## src/rtl/uart_tx_feeder_if.sv

```systemverilog
// rtl/uart_tx_feeder_if.sv - host/transmitter-side bundle of the UART TX feeder (optional UART_TX_FEEDER_OVF_EN)
interface uart_tx_feeder_if #(
  parameter int DATA_W = 8,
  parameter int ADDR_W = 4
);
  logic              wr_en;
  logic [DATA_W-1:0] wr_data;
  logic              full;
  logic              empty;
  logic [ADDR_W:0]   count;
  logic              busy;
  logic              tx_start;
  logic [DATA_W-1:0] tx_din;
  logic              tx_done_tick;
`ifdef UART_TX_FEEDER_OVF_EN
  logic              ovf;
  logic              ovf_clr;

  modport master (
    output wr_en, wr_data, tx_done_tick, ovf_clr,
    input  full, empty, count, busy, tx_start, tx_din, ovf
  );
  modport slave (
    input  wr_en, wr_data, tx_done_tick, ovf_clr,
    output full, empty, count, busy, tx_start, tx_din, ovf
  );
`else
  modport master (
    output wr_en, wr_data, tx_done_tick,
    input  full, empty, count, busy, tx_start, tx_din
  );
  modport slave (
    input  wr_en, wr_data, tx_done_tick,
    output full, empty, count, busy, tx_start, tx_din
  );
`endif
endinterface

```

## src/rtl/uart_tx_feeder.sv

```systemverilog
// rtl/uart_tx_feeder.sv - FIFO-buffered byte launcher for a UART transmitter (optional UART_TX_FEEDER_OVF_EN)
module uart_tx_feeder #(
  parameter int DATA_W = 8,
  parameter int ADDR_W = 4
) (
  input  logic           clk,
  input  logic           reset,
  uart_tx_feeder_if.slave bus
);
  localparam int DEPTH = 1 << ADDR_W;
  localparam logic [ADDR_W:0] FULL_CNT = {1'b1, {ADDR_W{1'b0}}};

  typedef enum logic [1:0] {S_IDLE, S_LAUNCH, S_WAIT} state_t;

  logic [DATA_W-1:0] mem_q [DEPTH];
  logic [ADDR_W-1:0] wr_ptr_q, rd_ptr_q;
  logic [ADDR_W:0]   count_q, count_d;
  logic              full_q, empty_q;
  state_t            state_q;
  logic              tx_start_q, busy_q;
  logic [DATA_W-1:0] tx_din_q;
  logic              wr_acc, pop;

  // A write is judged against the registered full flag, so a same-cycle pop never makes room.
  assign wr_acc = bus.wr_en && !full_q;
  assign pop    = (state_q == S_IDLE) && !empty_q;

  // Occupancy next-state: a simultaneous accepted write and pop cancel out.
  always_comb begin
    count_d = count_q;
    if (wr_acc && !pop) begin
      count_d = count_q + 1'b1;
    end else if (!wr_acc && pop) begin
      count_d = count_q - 1'b1;
    end
  end

  // FIFO storage, pointers and registered occupancy flags.
  always_ff @(posedge clk) begin
    if (reset) begin
      wr_ptr_q <= '0;
      rd_ptr_q <= '0;
      count_q  <= '0;
      full_q   <= 1'b0;
      empty_q  <= 1'b1;
      for (int i = 0; i < DEPTH; i++) begin
        mem_q[i] <= '0;
      end
    end else begin
      if (wr_acc) begin
        mem_q[wr_ptr_q] <= bus.wr_data;
        wr_ptr_q        <= wr_ptr_q + 1'b1;
      end
      if (pop) begin
        rd_ptr_q <= rd_ptr_q + 1'b1;
      end
      count_q <= count_d;
      full_q  <= (count_d == FULL_CNT);
      empty_q <= (count_d == '0);
    end
  end

  // Launch FSM: pop head into tx_din with a one-cycle start pulse, then wait for the stop bit to end.
  always_ff @(posedge clk) begin
    if (reset) begin
      state_q    <= S_IDLE;
      tx_start_q <= 1'b0;
      tx_din_q   <= '0;
      busy_q     <= 1'b0;
    end else begin
      case (state_q)
        S_IDLE: begin
          tx_start_q <= 1'b0;
          if (pop) begin
            tx_din_q   <= mem_q[rd_ptr_q];
            tx_start_q <= 1'b1;
            busy_q     <= 1'b1;
            state_q    <= S_LAUNCH;
          end
        end
        S_LAUNCH: begin
          tx_start_q <= 1'b0;
          busy_q     <= 1'b1;
          state_q    <= S_WAIT;
        end
        S_WAIT: begin
          if (bus.tx_done_tick) begin
            busy_q  <= 1'b0;
            state_q <= S_IDLE;
          end
        end
        default: begin
          tx_start_q <= 1'b0;
          busy_q     <= 1'b0;
          state_q    <= S_IDLE;
        end
      endcase
    end
  end

`ifdef UART_TX_FEEDER_OVF_EN
  logic ovf_q;

  // Sticky overflow flag; a write-while-full in the same cycle as a clear wins.
  always_ff @(posedge clk) begin
    if (reset) begin
      ovf_q <= 1'b0;
    end else if (bus.wr_en && full_q) begin
      ovf_q <= 1'b1;
    end else if (bus.ovf_clr) begin
      ovf_q <= 1'b0;
    end
  end

  assign bus.ovf = ovf_q;
`endif

  assign bus.full     = full_q;
  assign bus.empty    = empty_q;
  assign bus.count    = count_q;
  assign bus.busy     = busy_q;
  assign bus.tx_start = tx_start_q;
  assign bus.tx_din   = tx_din_q;
endmodule

```

## src/flat_wrapper.sv

```systemverilog
// flat-port wrapper written by rule: the top's interface ports become plain ports
module uart_tx_feeder_flat 
#(
  parameter int DATA_W = 8,
  parameter int ADDR_W = 4
)
  (clk, reset, bus_wr_en, bus_wr_data, bus_tx_done_tick, bus_full, bus_empty, bus_count, bus_busy, bus_tx_start, bus_tx_din);
  uart_tx_feeder_if #(.DATA_W(DATA_W), .ADDR_W(ADDR_W)) bus_i ();
  input  logic clk;
  input  logic reset;
  input wire logic [$bits(bus_i.wr_en)-1:0] bus_wr_en;
  input wire logic [$bits(bus_i.wr_data)-1:0] bus_wr_data;
  input wire logic [$bits(bus_i.tx_done_tick)-1:0] bus_tx_done_tick;
  output wire logic [$bits(bus_i.full)-1:0] bus_full;
  output wire logic [$bits(bus_i.empty)-1:0] bus_empty;
  output wire logic [$bits(bus_i.count)-1:0] bus_count;
  output wire logic [$bits(bus_i.busy)-1:0] bus_busy;
  output wire logic [$bits(bus_i.tx_start)-1:0] bus_tx_start;
  output wire logic [$bits(bus_i.tx_din)-1:0] bus_tx_din;
  assign bus_i.wr_en = bus_wr_en;
  assign bus_i.wr_data = bus_wr_data;
  assign bus_i.tx_done_tick = bus_tx_done_tick;
  assign bus_full = bus_i.full;
  assign bus_empty = bus_i.empty;
  assign bus_count = bus_i.count;
  assign bus_busy = bus_i.busy;
  assign bus_tx_start = bus_i.tx_start;
  assign bus_tx_din = bus_i.tx_din;
  uart_tx_feeder #(.DATA_W(DATA_W), .ADDR_W(ADDR_W)) u_core (.clk(clk), .reset(reset), .bus(bus_i));
endmodule
```

## config.mk

```make
export PLATFORM = sky130hd
export DESIGN_NAME = uart_tx_feeder_flat
export DESIGN_NICKNAME = d
export VERILOG_FILES = /design/src/rtl/uart_tx_feeder_if.sv /design/src/rtl/uart_tx_feeder.sv /design/src/flat_wrapper.sv
export SDC_FILE = /design/constraint.sdc
export NUM_CORES = 1
export LEC_CHECK = 0
export CAP_MARGIN = 40
export CORE_MARGIN = 2
export CORE_UTILIZATION = 40
export DETAILED_ROUTE_END_ITERATION = 12
export GPL_TIMING_DRIVEN = 0
export HOLD_SLACK_MARGIN = 0.05
export PLACE_DENSITY = 0.58
export SYNTH_ARGS = -nofsm -noshare
export SYNTH_HDL_FRONTEND = slang
export SYNTH_SLANG_ARGS = --single-unit
```

## constraint.sdc

```tcl
create_clock -name clk -period 2.6 [get_ports clk]
set_input_delay 0.26 -clock clk [delete_from_list [all_inputs] [get_ports clk]]
set_output_delay 0.26 -clock clk [all_outputs]
set_load 0.02 [all_outputs]
```

==> results of run 1 <==
-- routing by layer --
layer / vias to the layer above / share of wire, % / global-route usage, %
met5: - / 0 / 0
met4: 0 / 3.0 / 8.99
met1: 2069 / 45 / 24.7
met3: 33 / 3.8 / 3.22
li1: 1962 / - / -
met2: 96 / 49 / 29.0
-- sequential cells by signal, indices dropped and copies added (netlist names) --
| signal | flops |
|---|---|
| u_core.state_q | 2 |
| u_core.wr_ptr_q | 4 |
| u_core.bus.tx_din | 8 |
| u_core.bus.empty | 1 |
| u_core.bus.tx_start | 1 |
| u_core.mem_q | 128 |
| u_core.bus.count | 5 |
| u_core.bus.busy | 1 |
| u_core.rd_ptr_q | 4 |
| u_core.bus.full | 1 |
-- layout make-up --
class                           count  area share, %
Sequential cell                   155           53.2
Multi-Input combinational cell    322           30.4
Clock buffer                       21           5.34
Timing Repair Buffer               31           3.52
Tap cell                          225           3.41
Clock inverter                     11           2.05
Buffer                             31           1.85
Inverter                            6          0.273
-- metrics by stage --
stage,setup TNS (ns),power [mW],utilization (%),worst slack [ns]
6_report,0,7.31,47.7,0.184
5_1_grt,0,7.59,47.7,0.00984
4_1_cts,0,7.35,47.7,0.146
3_5_place_dp,-9.29,4.78,44.2,-0.195
3_3_place_gp,-12.71,4.75,44.0,-0.406
2_1_floorplan,0,4.22,-,0.690
-- Yosys cell counts (all sizes together) (2+ instances only) --
cell type	n	share of area [%]
or2	17	1.5
nor2b	3	0.27
nand4	2	0.18
nor3	7	0.66
xor2	5	0.73
a22oi	16	1.7
clkbuf	19	1.0
nor2	38	2.0
inv	6	0.32
nand2	17	0.90
o21ai	2	0.14
xnor2	3	0.37
mux4	32	10
ha	7	1.2
nand2b	3	0.27
nand3	5	0.35
a21oi	22	1.6
and2	129	11
dfxtp	27	7.6
buf	12	1.1
edfxtp	128	54
-- placed cells by master (no fill, tap or decap), types with 2 or more instances in the layout --
cell               n
buf_6              3
inv_1              6
nand4_1            2
clkbuf_1          22
and2_1           129
or2_2             16
nor2_1            38
mux4_2            32
a22oi_1           16
buf_1              3
o21ai_0            2
xnor2_1            3
clkdlybuf4s50_1   27
buf_4              2
clkbuf_16         17
dfxtp_1           27
buf_2              8
clkinvlp_4         3
a21oi_1           22
nand2_1           17
ha_1               7
nand2b_1           3
nor3_1             6
xor2_1             4
bufinv_16          4
edfxtp_1         128
nand3_1            5
nor2b_1            3
-- power by group through the flow --
stage	Combinational [mW]	Sequential, mW	Clock (mW)
4_1_cts	1.73	3.01	2.61
3_5_place_dp	1.72	3.06	0
5_1_grt	1.84	3.03	2.73
6_report	1.71	3.01	2.58
2_1_floorplan	1.10	3.12	0
3_3_place_gp	1.70	3.04	0
-- path summary, 6_finish.rpt --
| check | to | from |
|---|---|---|
| setup / recovery | u_core.mem_q[1][3]$_SDFFCE_PN0P_ | u_core.bus.full$_SDFF_PP0_ |
| hold / removal | u_core.bus.count[4]$_SDFF_PP0_ | reset |
| setup reg to reg | u_core.mem_q[1][3]$_SDFFCE_PN0P_ | u_core.bus.full$_SDFF_PP0_ |
| hold reg to reg | u_core.bus.busy$_SDFFE_PP0P_ | u_core.bus.busy$_SDFFE_PP0P_ |
-- critical path: stages (launching register included) --
cell and delay, ns:
dfxtp_1 0.32, nand2b_1 0.33, nor2_1 0.31, nand2_1 0.18, nor3_1 0.43, buf_2 0.25, or2_2 0.26
-- kinds of logic (layout without fill, tap and decap cells) --
group,Yosys count,count (layout),share of synthesized area [%]
AOI/OAI and AO/OA,48,48,4.55
DFF,155,155,62.0
xor gates and xnor gates,8,8,1.10
muxes,33,33,10.3
and+or+nand+nor,226,226,18.3
adders and majority gates,7,7,1.24
buffers and inverters,37,100,2.48
==> flow_metrics.env, run 1 <==
export IMPL_outcome="finished, final reports clean"
export IMPL_internal_power_mw=5.27
export IMPL_switching_share_pct=27.9
export IMPL_period_share_pct=92.9
export IMPL_stdcell_area_um2=8250
export IMPL_worst_pin_slew_ns=0.715
export IMPL_grt_antenna_before_repair=0
export IMPL_critical_path_class="register to register"
export IMPL_cts_setup_buffers=0
export IMPL_drt_initial_drc_count=340
export IMPL_fin_cells=802
export IMPL_slew_headroom_pct=52.4
export IMPL_core_um2=17300
export IMPL_syn_inst=514
export IMPL_nets=583
export IMPL_multi_input_area_um2=2510
export IMPL_insertion_delay_ns=0.43
export IMPL_skew_ns=0.00893
export IMPL_max_freq_mhz=414
export IMPL_cts_max_level=4
export IMPL_p_sw_mw=2.04
export IMPL_syn2layout_area_growth_pct=16.7
export IMPL_die_h_um=137
export IMPL_start_util_pct=40.9
export IMPL_die_area_um2=18700
export IMPL_synth_seq_cells=155
export IMPL_syn_num_nets=533
export IMPL_p_per_area_nw_per_um2=886
export IMPL_post_drt_via_cell_ratio=5.19
export IMPL_hp_class="primary input to register"
export IMPL_ir_drop_v=0.000465
export IMPL_setup_worst_path_start_class="register"
export IMPL_vias=4160
export IMPL_synth_edf_count=128
export IMPL_period_needed_ns=2.42
export IMPL_crit_path_end_kind="register"
export IMPL_num_fill_cells=1529
export IMPL_drc=0
export IMPL_num_io_pins=29
export IMPL_whs_ns=0.279
export IMPL_setup_viol=0
export IMPL_grt_pass1_wl_um=24400
export IMPL_cts_resized=0
export IMPL_r2r_cells=6
export IMPL_postCtsHoldBufs=0
export IMPL_rows=48
export IMPL_avgRoutedWirePerCell_um=20.0
export IMPL_synth_cell_types=42
export IMPL_seq_area_frac_synth_pct=62.0
export IMPL_grt_pass1_vias=4215
export IMPL_power_share_sequential_pct=41.2
export IMPL_ys_async_sr_fraction_pct=0
export IMPL_synth_main_ff_cell="edfxtp_1"
export IMPL_drt_antenna_violating_nets=0
export IMPL_numCtsBuffers=17
export IMPL_cp_max_fo=8
export IMPL_grt_max_degree=17
export IMPL_first_pass_iters=5
export IMPL_gr_total_overflow=0
export IMPL_p_leak_nw=2.95
export IMPL_placed_cell_area_um2=7640
export IMPL_die_w_um=137
export IMPL_p_comb_share_pct=23.5
export IMPL_diodes=0
export IMPL_ctsRootBufferMaster="clkbuf_16"
export IMPL_rsz0062_at_grt="no"
export IMPL_wl_um=16000
export IMPL_yosysWarnings=0
export IMPL_placed_cells=770
export IMPL_layout_drive_gt1_share_pct=16.3
export IMPL_track_usage_pct=18.4
export IMPL_register_area_um2=4380
export IMPL_cts_buffer_depth=2
export IMPL_min_path_cells=2
export IMPL_clkTransAtPathRegs_ns=0.06
export IMPL_cts_sinks=155
export IMPL_hold_viol=0
export IMPL_clkPwrFrac_pct=35.4
export IMPL_worstPathRequired_ns=2.71
export IMPL_place_gp_congestion=0.851
export IMPL_syn_area_per_cell_um2=13.7
export IMPL_max_cap_violations=0
export IMPL_hpwlAfterDp_um=11500
export IMPL_reg2reg_slack_ns=0.18
export IMPL_drv_slew=0
export IMPL_netlist_area_um2=7070
export IMPL_cp_data_arrival_time_ns=2.53
export IMPL_port_buffers=27
export IMPL_cts_tree="built"
Power figures use the tool's default switching activity.
==> run 2: changes to the inputs <==
--- a/config.mk
+++ b/config.mk
@@ -12,6 +12,7 @@
 export GPL_TIMING_DRIVEN = 0
 export HOLD_SLACK_MARGIN = 0.05
 export PLACE_DENSITY = 0.58
+export RECOVER_POWER = 50
 export SYNTH_ARGS = -nofsm -noshare
 export SYNTH_HDL_FRONTEND = slang
 export SYNTH_SLANG_ARGS = --single-unit
==> flow_metrics.env, run 2 (synthesis results as in run 1) <==
export IMPL_largest_reg_flops=128
export IMPL_placed_cell_area_um2=7640
export IMPL_placed_cells=770
export IMPL_crit_family="simple AND/OR/NAND/NOR gates"
export IMPL_drv_slew=0
export IMPL_grt_pass1_wl_um=24400
export IMPL_stdcell_area_um2=8210
export IMPL_register_area_um2=4380
export IMPL_period_needed_ns=2.43
export IMPL_startpoint="u_core.bus.full$_SDFF_PP0_"
export IMPL_setup_viol=0
export IMPL_num_fill_cells=1535
export IMPL_cts_sinks=155
export IMPL_start_util_pct=40.9
export IMPL_cts_tree="built"
export IMPL_max_cap_violations=0
export IMPL_crit_path_end_kind="register"
export IMPL_num_io_pins=29
export IMPL_layout_drive_gt1_share_pct=14.7
export IMPL_postCtsHoldBufs=0
export IMPL_critical_path_class="register to register"
export IMPL_outcome="finished, final reports clean"
export IMPL_gr_total_overflow=0
export IMPL_max_stage_delay_ns=0.44
export IMPL_slowest_stage="nor3_1"
export IMPL_cts_resized=0
export IMPL_diodes=0
export IMPL_rsz0062_at_grt="no"
export IMPL_slew_headroom_pct=19.2
export IMPL_reg2reg_slack_ns=0.17
export IMPL_avgRoutedWirePerCell_um=20.0
export IMPL_clkTransAtPathRegs_ns=0.06
export IMPL_place_ws_ns=-0.195
export IMPL_top_register="u_core.mem_q"
export IMPL_port_buffers=27
export IMPL_drt_antenna_violating_nets=0
export IMPL_p_leak_nw=2.90
export IMPL_hp_class="primary input to register"
export IMPL_r2r_cells=6
export IMPL_cts_setup_buffers=0
export IMPL_worst_pin_slew_ns=1.20
export IMPL_crit_chain="nand2b_1 -> nor2_1 -> nand2_1 -> nor3_1 -> buf_2 -> or2_2"
export IMPL_wl_um=16100
export IMPL_cp_endpoint="u_core.mem_q[1][3]$_SDFFCE_PN0P_"
export IMPL_track_usage_pct=18.4
export IMPL_fin_tns_setup_ns=0
export IMPL_whs_ns=0.286
export IMPL_rows=48
export IMPL_fin_cells=802
export IMPL_place_gp_congestion=0.851
export IMPL_design_power_total_mw=7.24
export IMPL_r2r_start="u_core.bus.full$_SDFF_PP0_"
export IMPL_post_drt_via_cell_ratio=5.20
export IMPL_nets=583
export IMPL_setup_worst_path_start_class="register"
export IMPL_drc=0
export IMPL_ir_drop_v=0.000464
export IMPL_cp_buffers_inverters=1
export IMPL_numCtsBuffers=17
export IMPL_p_per_area_nw_per_um2=881
export IMPL_die_area_um2=18700
export IMPL_cts_max_level=4
export IMPL_grt_pass1_vias=4215
export IMPL_cp_data_arrival_time_ns=2.54
export IMPL_final_cell_mix="128 x edfxtp_1, 67 x and2_0, 62 x and2_1"
export IMPL_crit_cells=6
export IMPL_hold_viol=0
export IMPL_hpwlAfterDp_um=11500
export IMPL_grt_antenna_before_repair=0
export IMPL_drt_initial_drc_count=312
export IMPL_worstPathRequired_ns=2.71
export IMPL_fin_ws_ns=0.170
export IMPL_syn2layout_area_growth_pct=16.2
export IMPL_final_common_cell="edfxtp_1"
export IMPL_max_freq_mhz=412
export IMPL_core_um2=17300
export IMPL_ctsRootBufferMaster="clkbuf_16"
export IMPL_die_w_um=137
export IMPL_cp_max_fo=8
export IMPL_worst_r2r_endpoint="u_core.mem_q[1][3]$_SDFFCE_PN0P_"
export IMPL_skew_ns=0.0108
export IMPL_multi_input_area_um2=2480
export IMPL_utilization_pct=47.5
export IMPL_vias=4168
export IMPL_period_share_pct=93.4
export IMPL_first_pass_iters=5
export IMPL_die_h_um=137
export IMPL_cts_buffer_depth=2
export IMPL_insertion_delay_ns=0.44
export IMPL_grt_max_degree=17
run 2: cell count changes in the layout (fill, tap and decap cells not counted), sizes merged:
| cell | delta |
|---|---|
| clkdlybuf4s50 | -18 |
| clkbuf | +4 |
| dlygate4sd3 | +18 |
| buf | -4 |
run 2: worst register-to-register path: stages (launching register included):
cell	delay, ns
dfxtp_1	0.31
nand2b_1	0.33
nor2_1	0.32
nand2_1	0.19
nor3_1	0.44
buf_2	0.25
or2_2	0.26
run 2: worst min-delay path by stage:
| stage | end | depth (start not counted) | slack [ns] | startpoint |
|---|---|---|---|---|
| 6_report | u_core.bus.count[4]$_SDFF_PP0_ | 2 | 0.29 | reset |
| 5_1_grt | u_core.bus.count[4]$_SDFF_PP0_ | 2 | 0.34 | reset |
| 4_1_cts | u_core.bus.count[4]$_SDFF_PP0_ | 2 | 0.30 | reset |
| 3_5_place_dp | u_core.bus.tx_din[7]$_SDFFE_PP0P_ | 2 | 0.50 | u_core.bus.tx_din[7]$_SDFFE_PP0P_ |
| 3_3_place_gp | u_core.bus.busy$_SDFFE_PP0P_ | 2 | 0.48 | u_core.bus.busy$_SDFFE_PP0P_ |
| 2_1_floorplan | u_core.mem_q[0][7]$_SDFFCE_PN0P_ | 1 | 0.46 | bus_wr_data[7] |
run 2: layer usage:
layer,part of all wire (%),up-vias,GRT usage [%],routed length [µm]
met1,45,2071,24.7,7160
met3,3.7,30,3.22,601
li1,-,1965,-,-
met5,0,-,0,0
met4,2.9,0,8.99,463
met2,49,102,29.0,7840
run 2: power breakdown:
group / total [mW] / internal (mW) / switching, mW / leakage (nW)
Clock: 2.58 / 1.60 / 0.977 / 0.285
Combinational: 1.66 / 0.732 / 0.925 / 1.07
Sequential: 3.00 / 2.88 / 0.118 / 1.54
Total: 7.24 / 5.22 / 2.02 / 2.90
run 2: area by class of cell:
type,count,area share (%)
plain buffers,31,1.75
clock buffers,21,5.36
clock inverters,11,2.06
inverters,6,0.274
multi-input cells,322,30.2
flip-flops and latches,155,53.4
well taps,225,3.43
repair buffers,31,3.50
==> run 3: changes to the inputs <==
--- a/config.mk
+++ b/config.mk
@@ -8,6 +8,7 @@
 export CAP_MARGIN = 40
 export CORE_MARGIN = 2
 export CORE_UTILIZATION = 40
+export CTS_CLUSTER_SIZE = 8
 export DETAILED_ROUTE_END_ITERATION = 12
 export GPL_TIMING_DRIVEN = 0
 export HOLD_SLACK_MARGIN = 0.05
==> results of run 3 <==
No change in the layout: final DEF, timing and power equal those of run 2.
